<file path="config.mk">
export PLATFORM = sky130hd
export DESIGN_NAME = fetch_unit
export DESIGN_NICKNAME = d
export VERILOG_FILES = /design/src/rtl/fetch_unit.sv
export SDC_FILE = /design/constraint.sdc
export NUM_CORES = 1
export LEC_CHECK = 0
export BUFFER_PORTS_ARGS = -buffer_cell sky130_fd_sc_hd__buf_2
export CORE_MARGIN = 2
export CORE_UTILIZATION = 47
export DETAILED_ROUTE_END_ITERATION = 8
export GPL_TIMING_DRIVEN = 1
export PLACE_DENSITY = 0.9
export SLEW_MARGIN = 5
export SYNTH_ARGS = -nofsm -noshare
export SYNTH_HDL_FRONTEND = slang
export SYNTH_SLANG_ARGS = --single-unit
</file>
<file path="constraint.sdc">
create_clock -name clk -period 2.6 [get_ports clk]
set_input_delay 0.39 -clock clk [delete_from_list [all_inputs] [get_ports clk]]
set_output_delay 0.39 -clock clk [all_outputs]
set_load 0.05 [all_outputs]
</file>
<file path="src/rtl/fetch_unit.sv">
// Instruction fetch stage: owns the PC, fetches over a req/ack handshake and holds one instruction for the core.
// Optional feature: define FETCH_TIMEOUT_EN to fault on a request left unacknowledged for TIMEOUT cycles.
module fetch_unit #(
    parameter logic [31:0] RESET_PC = 32'h0000_0000,
    parameter int          TIMEOUT  = 16
) (
    input  logic        clk,
    input  logic        rst,
    output logic        imem_req,
    output logic [31:0] imem_addr,
    input  logic        imem_ack,
    input  logic [31:0] imem_rdata,
    output logic [31:0] instruct,
    output logic        instruct_valid,
    input  logic        advance,
    input  logic        branch_taken,
    input  logic [31:0] branch_target,
    input  logic        jump,
    input  logic [31:0] jump_target,
    output logic [31:0] pc,
    output logic [31:0] pc_plus4,
    output logic        fetch_fault
);

    typedef enum logic [1:0] {
        IDLE  = 2'd0,
        FETCH = 2'd1,
        VALID = 2'd2,
        FAULT = 2'd3
    } state_t;

    // Reject illegal parameter values at elaboration time.
    if ((TIMEOUT < 2) || (RESET_PC[1:0] != 2'b00)) begin : g_bad_param
        $error("fetch_unit: TIMEOUT must be >= 2 and RESET_PC word-aligned");
    end

    function automatic logic [31:0] select_next_pc(
        input logic        jmp,
        input logic [31:0] jmp_tgt,
        input logic        br,
        input logic [31:0] br_tgt,
        input logic [31:0] seq
    );
        logic [31:0] nxt;
        if (jmp) begin
            nxt = jmp_tgt;
        end else if (br) begin
            nxt = br_tgt;
        end else begin
            nxt = seq;
        end
        return nxt;
    endfunction

    function automatic logic is_misaligned(input logic [31:0] addr);
        return (addr[1:0] != 2'b00);
    endfunction

    state_t      state_r;
    state_t      state_s;
    logic [31:0] pc_r;
    logic [31:0] pc_s;
    logic [31:0] pc_plus4_r;
    logic [31:0] instruct_r;
    logic [31:0] instruct_s;
    logic [31:0] next_pc_s;

`ifdef FETCH_TIMEOUT_EN
    localparam int CNT_W = (TIMEOUT > 2) ? $clog2(TIMEOUT) : 1;
    localparam logic [CNT_W-1:0] CNT_LAST = CNT_W'(TIMEOUT - 1);

    logic [CNT_W-1:0] cnt_r;
    logic [CNT_W-1:0] cnt_s;
`endif

    // Next-state, next-PC and instruction latch selection.
    always_comb begin
        state_s    = state_r;
        pc_s       = pc_r;
        instruct_s = instruct_r;
        next_pc_s  = select_next_pc(jump, jump_target, branch_taken, branch_target, pc_plus4_r);
`ifdef FETCH_TIMEOUT_EN
        cnt_s      = cnt_r;
`endif
        case (state_r)
            IDLE: begin
                state_s = FETCH;
`ifdef FETCH_TIMEOUT_EN
                cnt_s   = {CNT_W{1'b0}};
`endif
            end
            FETCH: begin
                if (imem_ack) begin
                    instruct_s = imem_rdata;
                    state_s    = VALID;
                end else begin
`ifdef FETCH_TIMEOUT_EN
                    // An ack on the last allowed cycle takes the branch above and wins.
                    if (cnt_r == CNT_LAST) begin
                        state_s = FAULT;
                    end else begin
                        cnt_s = cnt_r + CNT_W'(1);
                    end
`else
                    state_s = FETCH;
`endif
                end
            end
            VALID: begin
                if (advance) begin
                    // The PC takes the new address even when it is misaligned.
                    pc_s = next_pc_s;
                    if (is_misaligned(next_pc_s)) begin
                        state_s = FAULT;
                    end else begin
                        state_s = FETCH;
`ifdef FETCH_TIMEOUT_EN
                        cnt_s   = {CNT_W{1'b0}};
`endif
                    end
                end else begin
                    state_s = VALID;
                end
            end
            FAULT: begin
                state_s = FAULT;
            end
            default: begin
                state_s = IDLE;
            end
        endcase
    end

    // State, PC and instruction registers.
    always_ff @(posedge clk or negedge rst) begin
        if (!rst) begin
            state_r    <= IDLE;
            pc_r       <= RESET_PC;
            pc_plus4_r <= RESET_PC + 32'd4;
            instruct_r <= 32'h0000_0000;
        end else begin
            state_r    <= state_s;
            pc_r       <= pc_s;
            pc_plus4_r <= pc_s + 32'd4;
            instruct_r <= instruct_s;
        end
    end

`ifdef FETCH_TIMEOUT_EN
    // Unacknowledged-request cycle counter.
    always_ff @(posedge clk or negedge rst) begin
        if (!rst) begin
            cnt_r <= {CNT_W{1'b0}};
        end else begin
            cnt_r <= cnt_s;
        end
    end
`endif

    assign imem_req       = (state_r == FETCH);
    assign imem_addr      = pc_r;
    assign instruct       = instruct_r;
    assign instruct_valid = (state_r == VALID);
    assign pc             = pc_r;
    assign pc_plus4       = pc_plus4_r;
    assign fetch_fault    = (state_r == FAULT);

endmodule

</file>
# == After elaboration in Yosys (flattened, before gate mapping) ==
# Index checks and enable logic that the tools add are counted.
# totals
word_cells,19
output_inout_bits,131
inputBits,102
regBits,98
# op_classes
n_addsub,1
n_eq_ne,3
n_reduce_logical,3
n_mux,8
# op_table
operator,count
two-way mux 32 bit,4
"adder 32 x 3 -> 32 bit, second input constant",1
case mux 2 bit (4 select lines),1
two-way mux 2 bit,3
"equality test 2 bit, second input constant",2
"equality test 2 x 1 -> 1 bit, second input constant",1
zero test 2 bit,1
AND reduction 2 bit,1
nonzero test 2 bit,1

# == Depth between registers and ports, before layout ==
# depth
depth_word,6
mapped_depth,11
depth_no_buf,10

# == Worst setup path after synthesis ==
# No wires, ideal clock.
# synth_path
path_kind,reg-to-reg
startpoint,register pc_plus4_r[2] (netlist: pc_plus4[2])
endpoint,register pc_plus4_r[30] (netlist: pc_plus4[30])
path_buffers,0
setup_time_ns,0.123
path_stages_with_launch,11
synth_period_minus_slack_ns,2.370
required_time_ns,2.477
setup_slack_ns,0.230
arrival_ns,2.248
cell_sequence,dfstp_2 -> mux2_2 -> o211ai_2 -> nand2_1 -> ha_1 -> inv_1 -> a221oi_2 -> and3_1 -> nor4b_4 -> nand3_1 -> xnor2_1
# synth_via
elab_chain_len,5
# synth_lines
item,line,rtl
from (decl),63,logic [31:0] pc_plus4_r;
from (signal assigned),139,pc_plus4_r <= RESET_PC + 32'd4;
from (signal assigned),144,pc_plus4_r <= pc_s + 32'd4;
two-way mux 32 bit,47,end else if (br) begin
two-way mux 32 bit,45,if (jmp) begin
two-way mux 32 bit,110,if (advance) begin
two-way mux 32 bit,85,case (state_r)
net pc_s[2],62,logic [31:0] pc_s;
adder 32 x 3 -> 32 bit,144,
# The timed path passes the listed nets, and every way through them passes these cells.
# A chain may end at the register's enable or synchronous reset.

# == Final worst setup path ==
# layout_path
startpoint,register state_r[0]
endpoint,register pc_plus4_r[19] (netlist: pc_plus4[19])
# layout_via
elab_chain_len,3
# layout_lines
item,line,rtl
from (decl),59,state_t state_r;
from (signal assigned),142,state_r <= state_s;
equality test 2 bit,85,
two-way mux 32 bit,85,
adder 32 x 3 -> 32 bit,144,
# No other way between the ends.

==> reports/summary.txt <==
=====================================================================================
Most frequent cells in the layout                                        231 x sky130_fd_sc_hd__buf_2, 94 x sky130_fd_sc_hd__dfrtp_1, 51 x sky130_fd_sc_hd__nand2_1
Die outline area                                                          11310 sq um
Signal arrival time at the worst endpoint                                     2.80 ns
Cell types with the largest area share after synthesis                   sky130_fd_sc_hd__dfrtp_1 48%, sky130_fd_sc_hd__mux2_2 11%, sky130_fd_sc_hd__buf_4 5.9%, sky130_fd_sc_hd__nand2_1 3.9%, sky130_fd_sc_hd__mux2i_1 3.7%
CTS tree                                                                          yes
Largest area contributor in the netlist                                  sky130_fd_sc_hd__dfrtp_1
Buffers on Ports                                                                  232
Post-synthesis cell count                                                         431
Endpoint kind of the worst setup timing path                                     flop
Via Count                                                                        3995
GRT Total Usage                                                                22.06%
Mean instance size in the synthesized netlist                             11.42 sq um
F_max                                                                      0.3973 GHz
Sum of negative setup slack                                                      0 ns
Fin. Hold Viols                                                                     0
Largest net degree at the start of global routing                                  53
Number of synthesized flops with an enable pin                                      0
Sequential-to-total area share from yosys stat                                 48.84%
Y dimension of the die                                                       106.3 um
Via density per instance                                                        5.089
Cell family with most CP delay                                           simple AND/OR/NAND/NOR gates
Clk sink count                                                                     96
DRC violation count after routing                                                   0
CTS max path bufs                                                                   2
Total number of nets in the final design                                          747
Summed instance area of the synthesized netlist                            4921 sq um
Worst setup skew after layout                                              0.01588 ns
Synth Net Count                                                                   534
First-pass iteration count of the detailed router                                   5
Share of the synthesized area in the top cell type                             48.31%
Num CTS Buffers                                                                     9
Number of failing setup endpoints in the final timing report                        0
Type of element launching the critical path                                      flop
Crit-path most repeated cell                                             sky130_fd_sc_hd__buf_4
Number of global-route vias before repair                                        4132
Number of cells on the critical path                                               11
Ratio of final minimum period to clock period                                  96.80%
Critical R2R Launch                                                      state_r[0]$_DFF_PN0_
Die width                                                                    106.3 um
Ratio of cells with drive above 1 in the final layout                          52.47%
Initial antenna violation count                                                     1
Yosys warning count                                                                 0
Class of the worst hold path                                             input pin to asynchronous set/reset pin
Row count                                                                          37
Worst-case reg-to-reg path depth                                                   11
Transition time at the pin with the least slew margin                       0.6289 ns
Placer congestion estimate                                                     0.8524
Minimum clock period                                                         2.517 ns
Commonest non-fill, non-tap cell in the layout                           sky130_fd_sc_hd__buf_2
Initial core utilization                                                       48.10%
FFs w/ async S/R, synth                                                        100.0%
Count of routing violations after the opening detailed-route iteration            177
Core Footprint                                                            10230 sq um
MaxCap Viol Count                                                                   0
Count of different cell masters after synthesis                                    51
Normalized max-slew margin                                                     57.63%
Number of H-tree branching levels                                                   3
CP cell instances                                                        and3b_2 -> buf_12 -> o211ai_2 -> a222oi_1 -> buf_4 -> nand4_1 -> buf_4 -> or2_4 -> buf_4 -> nor3_2 -> xor2_1
Total congestion overflow after global routing                                      0
Critical path launch point                                               state_r[0]$_DFF_PN0_
Buffers and inverters on the worst path                                             4
Total Routed Length                                                          12.69 mm
Slowest CP cell                                                          sky130_fd_sc_hd__dfrtp_1
Top-level I/O count                                                               233
CTS clk-pin slew, worst paths                                                 0.10 ns
Data required time of the worst path                                          2.88 ns
Worst stage delay on the critical path                                        0.43 ns
Critical Setup Path Class                                                flop to flop
Synthesis-stage register bit count                                                 96
Routed wire length per instance                                              16.17 um
CTS Hold Bufs                                                                       0
Area added between synthesis and finish                                        28.48%
Clock tree root buffer cell                                              sky130_fd_sc_hd__clkbuf_8
Highest fanout seen on the critical path                                           12
Outcome                                                                  finished, final reports clean
Worst-skew pair later-pin latency                                             0.35 ns
Commonest register cell after synthesis                                  sky130_fd_sc_hd__dfrtp_1
Remaining antenna violation count after routing                                     0
Half-perimeter wire length after detailed placement                          9.751 mm
Final slew viol count                                                               0
Global-route wire length before repair                                       19.87 mm
Unrepaired setup endpoints after global routing                                   yes
=====================================================================================
[Yosys cell counts, types with 2 or more instances]
| cell | number |
|---|---|
| sky130_fd_sc_hd__and2_1 | 2 |
| sky130_fd_sc_hd__a222oi_1 | 2 |
| sky130_fd_sc_hd__mux2_2 | 47 |
| sky130_fd_sc_hd__clkbuf_1 | 4 |
| sky130_fd_sc_hd__nand3b_1 | 2 |
| sky130_fd_sc_hd__nor4_1 | 2 |
| sky130_fd_sc_hd__o211ai_1 | 12 |
| sky130_fd_sc_hd__nand4_1 | 2 |
| sky130_fd_sc_hd__or2b_1 | 7 |
| sky130_fd_sc_hd__o211ai_2 | 2 |
| sky130_fd_sc_hd__xor2_1 | 11 |
| sky130_fd_sc_hd__nand2b_1 | 11 |
| sky130_fd_sc_hd__inv_1 | 7 |
| sky130_fd_sc_hd__buf_1 | 3 |
| sky130_fd_sc_hd__a21oi_1 | 9 |
| sky130_fd_sc_hd__xnor2_1 | 16 |
| sky130_fd_sc_hd__nor2_1 | 17 |
| sky130_fd_sc_hd__o21ai_0 | 15 |
| sky130_fd_sc_hd__mux2_1 | 8 |
| sky130_fd_sc_hd__a22oi_1 | 2 |
| sky130_fd_sc_hd__nand3_1 | 9 |
| sky130_fd_sc_hd__nor3_2 | 3 |
| sky130_fd_sc_hd__buf_6 | 4 |
| sky130_fd_sc_hd__buf_8 | 3 |
| sky130_fd_sc_hd__mux2i_1 | 18 |
| sky130_fd_sc_hd__nor4b_4 | 2 |
| sky130_fd_sc_hd__dfrtp_1 | 95 |
| sky130_fd_sc_hd__buf_4 | 39 |
| sky130_fd_sc_hd__o21ai_1 | 3 |
| sky130_fd_sc_hd__nand2_1 | 51 |
| sky130_fd_sc_hd__nor2b_1 | 3 |
[cells by family after synthesis]
kind of cell	Yosys count	share of synthesized area, %
xor+xnor	27	4.805
flops	96	48.84
mux	73	16.25
simple gates	120	13.60
fa+ha+maj	1	0.2542
buf+inv	62	9.102
compound gates	52	7.145
[metrics by stage]
stage	hold slack, ns	cells	utilization (%)	setup slack, ns	instance area (sq um)
2_1_floorplan	0.09441	431	-	0.2298	4921
3_3_place_gp	0.4225	760	58.80	-0.005218	6016
3_5_place_dp	0.4307	760	58.80	-0.1391	6016
4_1_cts	0.04210	778	60.98	-0.001531	6238
5_1_grt	0.04313	784	61.77	-0.1070	6320
6_report	0.02677	785	61.80	0.08323	6322
[registers in the layout, indices dropped and copies added, names as in the netlist]
name	cells
imem_addr	30
instruct	32
pc_plus4	32
state_r	2
[metal layers]
layer	wire length [um]	global-route usage, %	up-vias
met5	0	0	-
met4	176	5.545	0
met3	802	5.089	16
met2	6611	39.84	169
met1	5100	26.46	1936
li1	-	-	1874
[worst paths after layout]
check	endpoint	slack, ns
max in group asynchronous	pc_plus4[2]$_DFF_PN1_	1.85
worst max-delay path	pc_plus4[19]$_DFF_PN0_	0.08
worst max register to register	pc_plus4[19]$_DFF_PN0_	0.08
worst min register to register	instruct[0]$_DFFE_PN0P_	0.52
min in group clk	instruct[30]$_DFFE_PN0P_	0.27
worst min-delay path	pc_plus4[22]$_DFF_PN0_	0.03
[area by class of cell]
class                   count  area [sq um]
inverters                   7         26.28
well taps                 136         170.2
diodes                      1         2.502
fillers                   838          3909
flip-flops and latches     96          2405
clock inverters             6         67.56
multi-input cells         273          2110
repair buffers            257          1418
clock buffers               9         123.9
[repair_timing]
| item | in CTS | in global routing |
|---|---|---|
| hold endpoints to repair | 0 | 0 |
| pin swaps | 3 | 10 |
| gates cloned | 0 | 0 |
| buffers inserted | 3 | 6 |
| endpoints found under the setup margin | 8 | 10 |
| gates resized for setup | 2 | 8 |
Power is left out: the tool's default activity adds up to more than one toggle a clock period on the data nets, which glitch-free logic cannot reach.
